$ cat src/rtl/rep_mul_pkg.sv
// Shared types for the repeated-addition multiplier: FSM state encoding and
// the product-width helper used by the interface, top level and bench.
package rep_mul_pkg;

  typedef enum logic [1:0] {
    ST_IDLE = 2'b00,
    ST_RUN  = 2'b01,
    ST_DONE = 2'b10
  } state_e;

  function automatic int PROD_W(input int width);
    return 2 * width;
  endfunction

endpackage

$ cat src/rtl/rep_add_multiplier_if.sv
// Start/done handshake bundle between the host FSM (master) and the
// repeated-addition multiplier (slave).
interface rep_add_multiplier_if #(
  parameter int WIDTH = 16
) ();
  import rep_mul_pkg::*;

  logic                       start;
  logic [WIDTH-1:0]           a;
  logic [WIDTH-1:0]           b;
  logic                       busy;
  logic                       done;
  logic [PROD_W(WIDTH)-1:0]   product;

  modport master (
    output start, a, b,
    input  busy, done, product
  );

  modport slave (
    input  start, a, b,
    output busy, done, product
  );

endinterface

$ cat src/rtl/rep_mul_cntr.sv
// WIDTH-bit loadable down-counter with synchronous reset; it saturates at
// zero so the iteration count can never wrap.
module rep_mul_cntr #(
  parameter int WIDTH = 16
) (
  input  logic             clk,
  input  logic             rst,
  input  logic             load,
  input  logic [WIDTH-1:0] load_val,
  input  logic             dec,
  output logic             zero
);

  logic [WIDTH-1:0] count_r;

  // Count register: load has priority over decrement.
  always_ff @(posedge clk) begin
    if (rst) begin
      count_r <= '0;
    end else if (load) begin
      count_r <= load_val;
    end else if (dec && (count_r != '0)) begin
      count_r <= count_r - {{(WIDTH-1){1'b0}}, 1'b1};
    end else begin
      count_r <= count_r;
    end
  end

  assign zero = (count_r == '0);

endmodule

$ cat src/rtl/rep_add_multiplier.sv
// Unsigned multiplier computing a*b by repeated addition under a start/done
// handshake. Define REP_MUL_OPSWAP_EN to iterate over the smaller operand.
module rep_add_multiplier
  import rep_mul_pkg::*;
#(
  parameter int WIDTH = 16
) (
  input  logic                 clk,
  input  logic                 rst,
  rep_add_multiplier_if.slave  bus
);

  localparam int PW = PROD_W(WIDTH);

  state_e           state_r;
  state_e           next_state_s;
  logic             accept_s;
  logic             run_s;
  logic             cnt_zero_s;
  logic [WIDTH-1:0] addend_in_s;
  logic [WIDTH-1:0] count_in_s;
  logic [WIDTH-1:0] addend_r;
  logic [PW-1:0]    acc_r;
  logic [PW-1:0]    product_r;
  logic             busy_s;
  logic             done_s;
  logic             busy_r;
  logic             done_r;

  assign run_s    = (state_r == ST_RUN);
  assign accept_s = bus.start && ((state_r == ST_IDLE) || (state_r == ST_DONE));

`ifdef REP_MUL_OPSWAP_EN
  // Larger operand becomes the addend so the loop runs min(a,b) times.
  always_comb begin
    addend_in_s = bus.a;
    count_in_s  = bus.b;
    if (bus.a < bus.b) begin
      addend_in_s = bus.b;
      count_in_s  = bus.a;
    end else begin
      addend_in_s = bus.a;
      count_in_s  = bus.b;
    end
  end
`else
  // Operands pass straight through: a is added b times.
  always_comb begin
    addend_in_s = bus.a;
    count_in_s  = bus.b;
  end
`endif

  rep_mul_cntr #(.WIDTH(WIDTH)) u_cntr (
    .clk      (clk),
    .rst      (rst),
    .load     (accept_s),
    .load_val (count_in_s),
    .dec      (run_s),
    .zero     (cnt_zero_s)
  );

  // FSM state register.
  always_ff @(posedge clk) begin
    if (rst) begin
      state_r <= ST_IDLE;
    end else begin
      state_r <= next_state_s;
    end
  end

  // FSM next-state logic; start is only honoured outside RUN.
  always_comb begin
    next_state_s = ST_IDLE;
    case (state_r)
      ST_IDLE: next_state_s = bus.start  ? ST_RUN  : ST_IDLE;
      ST_RUN:  next_state_s = cnt_zero_s ? ST_DONE : ST_RUN;
      ST_DONE: next_state_s = bus.start  ? ST_RUN  : ST_IDLE;
      default: next_state_s = ST_IDLE;
    endcase
  end

  // FSM outputs decoded from the next state so the flops track the state.
  always_comb begin
    busy_s = 1'b0;
    done_s = 1'b0;
    case (next_state_s)
      ST_RUN:  busy_s = 1'b1;
      ST_DONE: done_s = 1'b1;
      default: begin
        busy_s = 1'b0;
        done_s = 1'b0;
      end
    endcase
  end

  // Output flag registers.
  always_ff @(posedge clk) begin
    if (rst) begin
      busy_r <= 1'b0;
      done_r <= 1'b0;
    end else begin
      busy_r <= busy_s;
      done_r <= done_s;
    end
  end

  // Datapath: addend/accumulator load, add loop, and product capture.
  always_ff @(posedge clk) begin
    if (rst) begin
      addend_r  <= '0;
      acc_r     <= '0;
      product_r <= '0;
    end else if (accept_s) begin
      addend_r  <= addend_in_s;
      acc_r     <= '0;
      product_r <= product_r;
    end else if (run_s && !cnt_zero_s) begin
      addend_r  <= addend_r;
      acc_r     <= acc_r + PW'(addend_r);
      product_r <= product_r;
    end else if (run_s) begin
      addend_r  <= addend_r;
      acc_r     <= acc_r;
      product_r <= acc_r;
    end else begin
      addend_r  <= addend_r;
      acc_r     <= acc_r;
      product_r <= product_r;
    end
  end

  assign bus.busy    = busy_r;
  assign bus.done    = done_r;
  assign bus.product = product_r;

endmodule

$ cat src/flat_wrapper.sv
// flat-port wrapper written by rule: the top's interface ports become plain ports
module rep_add_multiplier_flat import rep_mul_pkg::*;
#(
  parameter int WIDTH = 16
)
  (clk, rst, bus_start, bus_a, bus_b, bus_busy, bus_done, bus_product);
  rep_add_multiplier_if #(.WIDTH(WIDTH)) bus_i ();
  input  logic clk;
  input  logic rst;
  input wire logic [$bits(bus_i.start)-1:0] bus_start;
  input wire logic [$bits(bus_i.a)-1:0] bus_a;
  input wire logic [$bits(bus_i.b)-1:0] bus_b;
  output wire logic [$bits(bus_i.busy)-1:0] bus_busy;
  output wire logic [$bits(bus_i.done)-1:0] bus_done;
  output wire logic [$bits(bus_i.product)-1:0] bus_product;
  assign bus_i.start = bus_start;
  assign bus_i.a = bus_a;
  assign bus_i.b = bus_b;
  assign bus_busy = bus_i.busy;
  assign bus_done = bus_i.done;
  assign bus_product = bus_i.product;
  rep_add_multiplier #(.WIDTH(WIDTH)) u_core (.clk(clk), .rst(rst), .bus(bus_i));
endmodule
$ cat config.mk
export PLATFORM = sky130hd
export DESIGN_NAME = rep_add_multiplier_flat
export DESIGN_NICKNAME = d
export VERILOG_FILES = /design/src/rtl/rep_mul_pkg.sv /design/src/rtl/rep_add_multiplier_if.sv /design/src/rtl/rep_mul_cntr.sv /design/src/rtl/rep_add_multiplier.sv /design/src/flat_wrapper.sv
export SDC_FILE = /design/constraint.sdc
export NUM_CORES = 1
export LEC_CHECK = 0
export ABC_AREA = 1
export BUFFER_PORTS_ARGS = -buffer_cell sky130_fd_sc_hd__buf_2
export CAP_MARGIN = 30
export CELL_PAD_IN_SITES_DETAIL_PLACEMENT = 0
export CELL_PAD_IN_SITES_GLOBAL_PLACEMENT = 1
export CORE_MARGIN = 2
export CORE_UTILIZATION = 38
export CTS_CLUSTER_SIZE = 10
export DETAILED_ROUTE_END_ITERATION = 8
export PLACE_DENSITY = 0.81
export SLEW_MARGIN = 20
export SYNTH_ARGS = -nofsm -noshare
export SYNTH_HDL_FRONTEND = slang
export SYNTH_SLANG_ARGS = --single-unit
export TNS_END_PERCENT = 1
$ cat constraint.sdc
create_clock -name clk -period 2.4 [get_ports clk]
set_input_delay 0.24 -clock clk [delete_from_list [all_inputs] [get_ports clk]]
set_output_delay 0.24 -clock clk [all_outputs]
set_load 0.02 [all_outputs]
==> summary.json, run 1 <==
{
  "drtPass1Iterations": {"value": 5},
  "synth.cell_area": {"value": 5604, "unit": "um^2"},
  "grt_start_max_net_pins": {"value": 43},
  "synth_cell_type_count": {"value": 43},
  "syn_inst": {"value": 846},
  "layout_worst_path_cycle_share": {"value": 83.85, "unit": "%"},
  "max_freq": {"value": 496.9, "unit": "MHz"},
  "yosysMostFrequentCell": {"value": "sky130_fd_sc_hd__nand2_1"},
  "layout_min_cycle_time": {"value": 2.013, "unit": "ns"},
  "netlist.top_cell.by_area": {"value": "sky130_fd_sc_hd__dfxtp_1"},
  "path_clk_slew": {"value": 0.07, "unit": "ns"},
  "worst-setup-path-type": {"value": "flip-flop to flip-flop"},
  "first_global_vias": {"value": 4968},
  "grt_first_pass_wirelength": {"value": 24.20, "unit": "mm"},
  "cts_made_buffers": {"value": 9},
  "finalMaxSlewViolations": {"value": 0},
  "synthTopCellsByCount": {"value": "183 x sky130_fd_sc_hd__nand2_1, 123 x sky130_fd_sc_hd__nor2_1, 120 x sky130_fd_sc_hd__inv_1"},
  "cts_root_buf": {"value": "sky130_fd_sc_hd__clkbuf_16"},
  "crit_buf_inv": {"value": 0},
  "seq_area": {"value": 2002, "unit": "um^2"},
  "timing.critical_path.from": {"value": "u_core.acc_r[0]"},
  "routed_wl": {"value": 14.50, "unit": "mm"},
  "max_slew_margin": {"value": 67.68, "unit": "%"},
  "worst-r2r-setup-slack": {"value": 0.39, "unit": "ns"},
  "fp.dieW": {"value": 125.4, "unit": "um"},
  "dp_hpwl": {"value": 10.73, "unit": "mm"},
  "ys_warn_count": {"value": 0},
  "critical_path.top_delay_family": {"value": "adder cells"},
  "cts_setup_buffers": {"value": 0},
  "ys_seq_elements": {"value": 100},
  "initial_antenna_violation_count": {"value": 0},
  "insertion_delay": {"value": 0.35, "unit": "ns"},
  "top_cell_type_s_share_of_synthesized_area": {"value": 35.72, "unit": "%"},
  "port_buffers": {"value": 68},
  "cp-endpoint": {"value": "u_core.acc_r[16]"},
  "worstPathCellList": {"value": "ha_1 -> fa_1 -> nand2_1 -> nand3_1 -> nand2_1 -> o21ai_1 -> nand2_1 -> nand2_1 -> nand2_1 -> nand2_1 -> a21oi_2"},
  "skew": {"value": 0.007556, "unit": "ns"},
  "seq_area_frac_synth": {"value": 35.72, "unit": "%"},
  "antenna_violating_nets_post_route": {"value": 0},
  "total_nets_after_synthesis": {"value": 900},
  "area_delta_synth_final": {"value": 13.80, "unit": "%"},
  "max_cap_viol_count": {"value": 0},
  "tritoncts_num_sinks": {"value": 100},
  "final_nets": {"value": 961},
  "report.final.setup_viol": {"value": 0},
  "end_kind": {"value": "flip-flop"},
  "cp_slowest_stage_delay": {"value": 0.43, "unit": "ns"},
  "asyncSetResetFlopFracSynth": {"value": 0, "unit": "%"},
  "routedWlPerCell": {"value": 13.23, "unit": "um"},
  "critical_path.max_fanout": {"value": 4},
  "crit_top_cell": {"value": "sky130_fd_sc_hd__nand2_1"},
  "core": {"value": 14480, "unit": "um^2"},
  "fill_cells": {"value": 1561},
  "rows": {"value": 44},
  "cts_hold_repair.buffers": {"value": 0},
  "global_route.overflow_total": {"value": 0},
  "setup-tns-final": {"value": 0, "unit": "ns"},
  "synthFlopType": {"value": "sky130_fd_sc_hd__dfxtp_1"},
  "avg_vias_per_cell": {"value": 4.830},
  "grtUsageTotal": {"value": 18.90, "unit": "%"},
  "power_per_standard_cell_area": {"value": 654.6, "unit": "nW/um^2"},
  "initial_core_utilization": {"value": 38.71, "unit": "%"},
  "setup_repair_after_global_routing_missed_its_margin": {"value": "no"},
  "synth_area_per_cell": {"value": 6.624, "unit": "um^2"},
  "multi_input_area": {"value": 2973, "unit": "um^2"},
  "post-place-ws": {"value": 0.4060, "unit": "ns"},
  "critical_path.reg2reg.endpoint": {"value": "u_core.acc_r[16]"},
  "max-clock-path-buffers": {"value": 2},
  "crit-reg2reg-launch": {"value": "u_core.acc_r[0]"},
  "cts-htree-levels": {"value": 3},
  "crit_path_slowest_cell": {"value": "sky130_fd_sc_hd__fa_1"},
  "drive_above_1_share": {"value": 14.69, "unit": "%"},
  "worst_r2r_path_depth": {"value": 11},
  "antenna_cells_inserted": {"value": 0},
  "fp.dieH": {"value": 125.4, "unit": "um"},
  "leakage": {"value": 2.913, "unit": "nW"},
  "drcViolationCount": {"value": 0},
  "outcome": {"value": "finished, final reports clean"},
  "postCtsResizedCells": {"value": 0},
  "drt_iter0_drc": {"value": 233},
  "worst_slack": {"value": 0.3875, "unit": "ns"},
  "worst_ep_required_time": {"value": 2.69, "unit": "ns"},
  "route.vias.total": {"value": 5294},
  "boundaryPins": {"value": 69},
  "post_synth_main_area_contributors": {"value": "sky130_fd_sc_hd__dfxtp_1 36%, sky130_fd_sc_hd__nand2_1 12%, sky130_fd_sc_hd__nor2_1 8.2%, sky130_fd_sc_hd__inv_1 8.0%, sky130_fd_sc_hd__o21ai_0 5.9%"},
  "routabilityCongestion": {"value": 0.8558},
  "worstMarginPinSlew": {"value": 0.4840, "unit": "ns"},
  "cts_tree": {"value": "built"},
  "crit_path_start_kind": {"value": "flip-flop"},
  "die_area": {"value": 15740, "unit": "um^2"},
  "worstHoldPathType": {"value": "primary input to flip-flop"},
  "arrival": {"value": 2.30, "unit": "ns"},
  "hold_violations": {"value": 0},
  "irDropWorstVdd": {"value": 313.4, "unit": "uV"},
  "synth_enable_flop_cells": {"value": 0},
  "instance_count_on_the_critical_path": {"value": 11}
}
-- through the flow --
step           area [um^2]  instances  hold WS (ns)  util, %  power [mW]
5_1_grt               6377       1096        0.1430    44.05       4.409
3_3_place_gp          6090       1080        0.4317    42.06       2.785
4_1_cts               6377       1096        0.1223    44.05       4.208
2_1_floorplan         5604        846        0.4004        -       2.572
6_report              6377       1096        0.1330    44.05       4.175
3_5_place_dp          6090       1080        0.4343    42.06       2.791
-- registers in the layout (all words and copies together) (netlist names) --
name	cells
u_core.state_r	2
u_core.bus.product	32
u_core.bus.busy	1
u_core.addend_r	16
u_core.acc_r	32
u_core.bus.done	1
u_core.u_cntr.count_r	16
-- layer usage --
metal	track usage (%)	share of wire [%]	up-vias
li1	-	-	2817
met1	25.96	51	2366
met2	30.14	44	94
met3	2.653	3.4	17
met4	7.124	1.8	0
met5	0	0	-
-- power breakdown --
part           total [mW]  switching [mW]  internal, mW
Sequential           1.85          0.0872          1.76
Combinational       0.898           0.590         0.308
Clock                1.43           0.664         0.763
-- worst min path at each step --
| stage | start | end | slack [ns] | cells after the start |
|---|---|---|---|---|
| final | bus_a[1] | u_core.addend_r[1] | 0.13 | 3 |
| after global routing | bus_a[4] | u_core.addend_r[4] | 0.14 | 3 |
| after CTS | bus_a[1] | u_core.addend_r[1] | 0.12 | 3 |
| after detailed placement | u_core.bus.product[15] | u_core.bus.product[15] | 0.43 | 2 |
| after global placement | u_core.bus.product[6] | u_core.bus.product[6] | 0.43 | 2 |
| after floorplan | bus_b[5] | u_core.u_cntr.count_r[5] | 0.40 | 2 |
-- area by class of cell --
type	instances	share of cell area [%]
Multi-Input combinational cell	592	46.62
Clock inverter	5	0.5493
Timing Repair Buffer	76	6.278
Clock buffer	11	3.963
Sequential cell	100	31.39
Inverter	128	7.593
Tap cell	184	3.610
-- cell families (layout without fill, tap and decap cells) --
| family | Yosys count | after routing | share of synthesized area (%) |
|---|---|---|---|
| compound gates | 160 | 160 | 15.92 |
| simple gates | 405 | 405 | 31.50 |
| buf+inv | 154 | 220 | 11.23 |
| xor+xnor | 8 | 8 | 1.250 |
| flops | 100 | 100 | 35.72 |
| fa+ha+maj | 19 | 19 | 4.376 |
-- worst min-delay path, stage by stage --
cell	delay (ns)
sky130_fd_sc_hd__buf_2	0.07
sky130_fd_sc_hd__o21ai_0	0.07
sky130_fd_sc_hd__nor2_1	0.07
-- cell usage in the layout, fill, tap and decap left out, types with 4 or more instances in the layout --
master,Yosys,layout
sky130_fd_sc_hd__a211oi_2,5,5
sky130_fd_sc_hd__a21oi_1,63,63
sky130_fd_sc_hd__buf_2,2,68
sky130_fd_sc_hd__buf_4,0,8
sky130_fd_sc_hd__clkbuf_16,0,9
sky130_fd_sc_hd__dfxtp_1,100,100
sky130_fd_sc_hd__ha_1,18,18
sky130_fd_sc_hd__inv_1,120,120
sky130_fd_sc_hd__inv_2,6,6
sky130_fd_sc_hd__nand2_1,183,183
sky130_fd_sc_hd__nand2_2,5,5
sky130_fd_sc_hd__nand3_1,53,53
sky130_fd_sc_hd__nand4_1,8,8
sky130_fd_sc_hd__nor2_1,123,123
sky130_fd_sc_hd__nor2_2,9,9
sky130_fd_sc_hd__nor2_4,4,4
sky130_fd_sc_hd__nor3_1,6,6
sky130_fd_sc_hd__o211ai_1,5,5
sky130_fd_sc_hd__o21ai_0,66,66
sky130_fd_sc_hd__o21ai_1,5,5
sky130_fd_sc_hd__xnor2_1,5,5
Note: power is estimated with default switching activity, not from simulation.
==> run 2: changes to the inputs <==
clock period = 1.9 ns   (was 2.4 ns; I/O delays follow)
==> summary.json, run 2 (same netlist as run 1, synthesis figures left out) <==
{
  "outcome": {"value": "finished, final reports clean"},
  "global_route.overflow_total": {"value": 0},
  "drt_iter0_drc": {"value": 305},
  "port_buffers": {"value": 68},
  "tritoncts_num_sinks": {"value": 100},
  "final_nets": {"value": 990},
  "timing.critical_path.from": {"value": "u_core.acc_r[0]"},
  "routedWlPerCell": {"value": 13.19, "unit": "um"},
  "irDropWorstVdd": {"value": 430.8, "unit": "uV"},
  "drtPass1Iterations": {"value": 4},
  "final_hold_slack": {"value": 0.07649, "unit": "ns"},
  "cp-endpoint": {"value": "u_core.acc_r[16]"},
  "worst_r2r_path_depth": {"value": 10},
  "drive_above_1_share": {"value": 20.72, "unit": "%"},
  "initial_antenna_violation_count": {"value": 0},
  "drcViolationCount": {"value": 0},
  "commonest_cells_after_routing_fill_and_taps_aside": {"value": "173 x sky130_fd_sc_hd__nand2_1, 120 x sky130_fd_sc_hd__inv_1, 117 x sky130_fd_sc_hd__nor2_1, 99 x sky130_fd_sc_hd__dfxtp_1, 68 x sky130_fd_sc_hd__buf_2"},
  "share_clk_of_total_power": {"value": 35.3, "unit": "%"},
  "insertion_delay": {"value": 0.36, "unit": "ns"},
  "layout_min_cycle_time": {"value": 1.799, "unit": "ns"},
  "setup_repair_after_global_routing_missed_its_margin": {"value": "yes"},
  "grtUsageTotal": {"value": 19.22, "unit": "%"},
  "cts_made_buffers": {"value": 9},
  "worst-r2r-setup-slack": {"value": 0.10, "unit": "ns"},
  "rows": {"value": 44},
  "power.combinational.fraction": {"value": 22.9, "unit": "%"},
  "p_sw": {"value": 1.720, "unit": "mW"},
  "leakage": {"value": 3.126, "unit": "nW"},
  "path_clk_slew": {"value": 0.07, "unit": "ns"},
  "p_int": {"value": 3.877, "unit": "mW"},
  "cts_tree": {"value": "built"},
  "place_area": {"value": 6342, "unit": "um^2"},
  "grt_start_max_net_pins": {"value": 65},
  "boundaryPins": {"value": 69},
  "core": {"value": 14480, "unit": "um^2"},
  "hold_violations": {"value": 0},
  "antenna_cells_inserted": {"value": 0},
  "avg_vias_per_cell": {"value": 4.791},
  "fp.dieW": {"value": 125.4, "unit": "um"},
  "antenna_violating_nets_post_route": {"value": 0},
  "cts-htree-levels": {"value": 3},
  "layout.cells.most_common": {"value": "sky130_fd_sc_hd__nand2_1"},
  "sw_frac_of_total": {"value": 30.73, "unit": "%"},
  "first_global_vias": {"value": 4971},
  "route.vias.total": {"value": 5390},
  "crit_path_start_kind": {"value": "flip-flop"},
  "area_delta_synth_final": {"value": 21.63, "unit": "%"},
  "max_cap_viol_count": {"value": 0},
  "critical_path.reg2reg.endpoint": {"value": "u_core.acc_r[16]"},
  "layout_worst_path_cycle_share": {"value": 94.71, "unit": "%"},
  "worst_ep_required_time": {"value": 2.20, "unit": "ns"},
  "initial_core_utilization": {"value": 38.71, "unit": "%"},
  "arrival": {"value": 2.10, "unit": "ns"},
  "finalMaxSlewViolations": {"value": 0},
  "end_kind": {"value": "flip-flop"},
  "fin_area": {"value": 6817, "unit": "um^2"},
  "share_seq_of_total_power": {"value": 41.8, "unit": "%"},
  "worstMarginPinSlew": {"value": 0.4696, "unit": "ns"},
  "fp.dieH": {"value": 125.4, "unit": "um"},
  "max_slew_margin": {"value": 68.65, "unit": "%"},
  "max-clock-path-buffers": {"value": 2},
  "grt_first_pass_wirelength": {"value": 24.56, "unit": "mm"},
  "crit-reg2reg-launch": {"value": "u_core.acc_r[0]"},
  "report.final.setup_viol": {"value": 0},
  "power_per_standard_cell_area": {"value": 821.1, "unit": "nW/um^2"},
  "cts_root_buf": {"value": "sky130_fd_sc_hd__clkbuf_16"},
  "worstHoldPathType": {"value": "primary input to flip-flop"},
  "skew": {"value": 0.01129, "unit": "ns"},
  "routed_wl": {"value": 14.84, "unit": "mm"},
  "max_freq": {"value": 555.7, "unit": "MHz"},
  "die_area": {"value": 15740, "unit": "um^2"},
  "worst-setup-path-type": {"value": "flip-flop to flip-flop"},
  "critical_path.max_fanout": {"value": 4},
  "routabilityCongestion": {"value": 0.8795},
  "dp_hpwl": {"value": 11.00, "unit": "mm"}
}
-- run 2: changes by cell type in the layout (fill, tap and decap cells not counted), moves of 4 or more --
cell	before	now
sky130_fd_sc_hd__nand3_1	53	47
sky130_fd_sc_hd__buf_12	0	4
sky130_fd_sc_hd__nand3_2	1	7
sky130_fd_sc_hd__nor2_1	123	117
sky130_fd_sc_hd__nand2_2	5	15
sky130_fd_sc_hd__buf_4	8	33
sky130_fd_sc_hd__ha_1	18	12
sky130_fd_sc_hd__nor2_2	9	15
sky130_fd_sc_hd__nand2_1	183	173
sky130_fd_sc_hd__ha_4	0	4
-- run 2: worst max-delay path: stages (launching register included) --
cell and delay [ns]:
sky130_fd_sc_hd__dfxtp_1 0.39, sky130_fd_sc_hd__ha_2 0.25, sky130_fd_sc_hd__fa_2 0.24, sky130_fd_sc_hd__nand2_1 0.06, sky130_fd_sc_hd__nand3_1 0.08, sky130_fd_sc_hd__nand2_2 0.09
sky130_fd_sc_hd__o21ai_2 0.18, sky130_fd_sc_hd__nand2_1 0.08, sky130_fd_sc_hd__nand2_1 0.13, sky130_fd_sc_hd__nand3b_1 0.11, sky130_fd_sc_hd__a21oi_2 0.13
-- run 2: timing repair --
item / in CTS / in global routing
pin swaps: 0 / 3
hold buffers: 0 / 0
buffers inserted: 0 / 2
resized for setup: 1 / 37
setup endpoints to repair: 6 / 23
-- run 2: metrics by stage --
stage / util [%] / std cells / setup TNS (ns) / worst slack, ns / total power, mW
floorplan: - / 846 / 0 / 0.1981 / 3.248
global placement: 43.80 / 1107 / 0 / 0.04704 / 3.619
detailed placement: 43.80 / 1107 / -0.04404 / -0.01847 / 3.619
CTS: 45.96 / 1123 / 0 / 0.02491 / 5.606
global route: 47.08 / 1125 / -0.07161 / -0.02606 / 5.914
finish: 47.08 / 1125 / 0 / 0.1006 / 5.597
-- run 2: power by group through the flow --
stage	Combinational, mW	Sequential, mW	Clock, mW
after CTS	1.25	2.33	2.03
after global routing	1.44	2.36	2.12
after global placement	1.24	2.38	0
after floorplan	0.865	2.38	0
after detailed placement	1.24	2.38	0
final	1.28	2.34	1.98
-- run 2: layer usage --
metal / track usage, % / wire length, um / vias up / share of wire (%)
met5: 0 / 0 / - / 0
met4: 4.967 / 188 / 0 / 1.3
met1: 26.44 / 7534 / 2393 / 51
met2: 30.62 / 6594 / 94 / 44
li1: - / - / 2886 / -
met3: 4.193 / 525 / 17 / 3.5
-- run 2: how the worst min path moves through the flow --
stage,start,to,slack (ns),cells past startpoint
after floorplan,bus_b[5],u_core.u_cntr.count_r[5],0.35,2
after global placement,u_core.bus.product[15],u_core.bus.product[15],0.43,2
after detailed placement,u_core.bus.product[17],u_core.bus.product[17],0.43,2
after CTS,bus_a[1],u_core.addend_r[1],0.07,3
after global routing,bus_b[1],u_core.u_cntr.count_r[1],0.1,3
final,bus_a[1],u_core.addend_r[1],0.08,3
-- run 2: area by class of cell --
type                       instances  area (um^2)
fill                            1536         7662
multi-input combinational        592         3120
sequential                       100         2003
timing repair buffer             105        668.1
inverter                         128        484.2
clock buffer                      12        236.5
tap                              184        230.2
clock inverter                     4        73.82
==> run 3: changes to the inputs <==
BUFFER_PORTS_ARGS = -buffer_cell sky130_fd_sc_hd__buf_4   (was -buffer_cell sky130_fd_sc_hd__buf_2)
==> summary.json, run 3 (same netlist as run 1, synthesis figures left out) <==
{
  "grt_start_max_net_pins": {"value": 43},
  "critical_path.max_fanout": {"value": 4},
  "fill_cells": {"value": 1541},
  "max_slew_margin": {"value": 67.09, "unit": "%"},
  "avg_vias_per_cell": {"value": 4.800},
  "worst-r2r-setup-slack": {"value": 0.06, "unit": "ns"},
  "critical_path.reg2reg.endpoint": {"value": "u_core.acc_r[28]"},
  "dpl.cell_count": {"value": 1110},
  "port_buffers": {"value": 68},
  "p_int": {"value": 3.760, "unit": "mW"},
  "report.final.setup_viol": {"value": 0},
  "skew": {"value": 0.007527, "unit": "ns"},
  "drcViolationCount": {"value": 0},
  "finalMaxSlewViolations": {"value": 0},
  "cp_slowest_stage_delay": {"value": 0.34, "unit": "ns"},
  "share_clk_of_total_power": {"value": 33.6, "unit": "%"},
  "instances_no_fill": {"value": 1128},
  "power_per_standard_cell_area": {"value": 791.1, "unit": "nW/um^2"},
  "arrival": {"value": 2.09, "unit": "ns"},
  "worstPathCellList": {"value": "ha_1 -> buf_4 -> a21oi_1 -> o21ai_0 -> nand2_1 -> nand3_1 -> a21oi_1 -> nor2_1"},
  "routed_wl": {"value": 14.98, "unit": "mm"},
  "cts-htree-levels": {"value": 3},
  "cts_tree": {"value": "built"},
  "drive_above_1_share": {"value": 20.55, "unit": "%"},
  "crit_path_start_kind": {"value": "flip-flop"},
  "drt_iter0_drc": {"value": 237},
  "layout.cells.most_common": {"value": "sky130_fd_sc_hd__nand2_1"},
  "end_kind": {"value": "flip-flop"},
  "antenna_violating_nets_post_route": {"value": 0},
  "path_clk_slew": {"value": 0.07, "unit": "ns"},
  "setup_repair_after_global_routing_missed_its_margin": {"value": "yes"},
  "sw_frac_of_total": {"value": 31.36, "unit": "%"},
  "antenna_cells_inserted": {"value": 0},
  "cts_made_buffers": {"value": 9},
  "insertion_delay": {"value": 0.36, "unit": "ns"},
  "global_route.overflow_total": {"value": 0},
  "worst_r2r_path_depth": {"value": 8},
  "dp_hpwl": {"value": 11.16, "unit": "mm"},
  "tritoncts_num_sinks": {"value": 100},
  "boundaryPins": {"value": 69},
  "area_delta_synth_final": {"value": 23.55, "unit": "%"},
  "worst_hold_path.endpoint": {"value": "u_core.addend_r[9]"},
  "routabilityCongestion": {"value": 0.8556},
  "commonest_cells_after_routing_fill_and_taps_aside": {"value": "175 x sky130_fd_sc_hd__nand2_1, 120 x sky130_fd_sc_hd__inv_1, 116 x sky130_fd_sc_hd__nor2_1, 105 x sky130_fd_sc_hd__buf_4, 99 x sky130_fd_sc_hd__dfxtp_1"},
  "crit_top_cell": {"value": "sky130_fd_sc_hd__a21oi_1"},
  "core": {"value": 14480, "unit": "um^2"},
  "worst-setup-path-type": {"value": "flip-flop to flip-flop"},
  "layout_worst_path_cycle_share": {"value": 96.62, "unit": "%"},
  "outcome": {"value": "finished, final reports clean"},
  "crit_path_slowest_cell": {"value": "sky130_fd_sc_hd__dfxtp_1"},
  "max-clock-path-buffers": {"value": 2},
  "crit-reg2reg-launch": {"value": "u_core.acc_r[15]"},
  "first_global_vias": {"value": 5103},
  "initial_antenna_violation_count": {"value": 0},
  "grtUsageTotal": {"value": 19.33, "unit": "%"},
  "die_area": {"value": 15740, "unit": "um^2"},
  "final_nets": {"value": 993},
  "max_cap_viol_count": {"value": 0},
  "hold_violations": {"value": 0},
  "p_sw": {"value": 1.718, "unit": "mW"},
  "worstMarginPinSlew": {"value": 0.4929, "unit": "ns"},
  "worst_ep_required_time": {"value": 2.16, "unit": "ns"},
  "layout.core_utilization": {"value": 47.82, "unit": "%"},
  "irDropWorstVdd": {"value": 559.2, "unit": "uV"},
  "fp.dieW": {"value": 125.4, "unit": "um"},
  "share_seq_of_total_power": {"value": 42.7, "unit": "%"},
  "grt_first_pass_wirelength": {"value": 24.59, "unit": "mm"},
  "initial_core_utilization": {"value": 38.71, "unit": "%"},
  "fp.dieH": {"value": 125.4, "unit": "um"},
  "rows": {"value": 44},
  "hold_depth": {"value": 3},
  "routedWlPerCell": {"value": 13.28, "unit": "um"},
  "layout_min_cycle_time": {"value": 1.836, "unit": "ns"},
  "drtPass1Iterations": {"value": 4},
  "power.combinational.fraction": {"value": 23.7, "unit": "%"},
  "leakage": {"value": 3.134, "unit": "nW"},
  "holdCritStartpoint": {"value": "bus_a[9]"},
  "worstHoldPathType": {"value": "primary input to flip-flop"},
  "max_freq": {"value": 544.7, "unit": "MHz"},
  "route.vias.total": {"value": 5414},
  "cts_root_buf": {"value": "sky130_fd_sc_hd__clkbuf_16"}
}
## run 3: how the worst max path moves through the flow
stage	from	to	slack [ns]	cells past startpoint
after detailed placement	u_core.acc_r[0]	u_core.acc_r[8]	-0.03	8
after floorplan	u_core.acc_r[0]	u_core.acc_r[18]	0.20	10
final	u_core.acc_r[15]	u_core.acc_r[28]	0.06	8
after global routing	u_core.addend_r[10]	u_core.acc_r[19]	-0.05	11
after global placement	u_core.acc_r[10]	u_core.acc_r[28]	0.02	9
after CTS	u_core.acc_r[0]	u_core.acc_r[8]	0.01	8
## run 3: area by class of cell
| type | count | area, um^2 | area share, % |
|---|---|---|---|
| timing repair buffer | 108 | 839.6 | 12.13 |
| clock inverter | 5 | 52.55 | 0.7589 |
| inverter | 128 | 484.2 | 6.993 |
| multi-input combinational | 592 | 3082 | 44.51 |
| clock buffer | 11 | 232.7 | 3.361 |
| sequential | 100 | 2003 | 28.93 |
| tap | 184 | 230.2 | 3.325 |
## run 3: power by group through the flow
| stage | Sequential [mW] | Combinational (mW) | Clock [mW] |
|---|---|---|---|
| after floorplan | 2.38 | 0.865 | 0 |
| after global placement | 2.38 | 1.28 | 0 |
| after detailed placement | 2.38 | 1.27 | 0 |
| after CTS | 2.33 | 1.28 | 1.89 |
| after global routing | 2.36 | 1.46 | 1.98 |
| final | 2.34 | 1.30 | 1.84 |
## run 3: layer usage
layer / GRT usage [%] / part of all wire, % / routed length, um / vias up
met1: 26.20 / 49 / 7384 / 2437
met5: 0 / 0 / 0 / -
met2: 30.78 / 45 / 6677 / 83
li1: - / - / - / 2876
met4: 5.229 / 1.9 / 289 / 0
met3: 4.707 / 4.2 / 624 / 18
## run 3: worst max-delay path: cells and delay by family, from the launching register on
kind	cells	cell delay (ns)
fa+ha+maj	1	0.34
simple gates	3	0.32
buf+inv	1	0.15
compound gates	3	0.59
flops	1	0.34
## run 3: what timing repair did
action,4_1_cts,5_1_grt
hold buffers,0,0
buffers inserted,0,2
gates resized for setup,1,30
pin swaps,1,3
endpoints found under the setup margin,8,23
gates cloned,0,0
## run 3: metrics by stage
step                power, mW  setup TNS (ns)  setup WS [ns]  area [um^2]  hold WS [ns]
global route            5.794         -0.1668       -0.04677         6924       0.08480
CTS                     5.505               0        0.01423         6798       0.07818
global placement        3.656               0        0.02445         6510        0.4326
floorplan               3.248               0         0.1981         5604        0.3504
finish                  5.477               0        0.06418         6924       0.08266
detailed placement      3.656        -0.08430       -0.03121         6510        0.4367
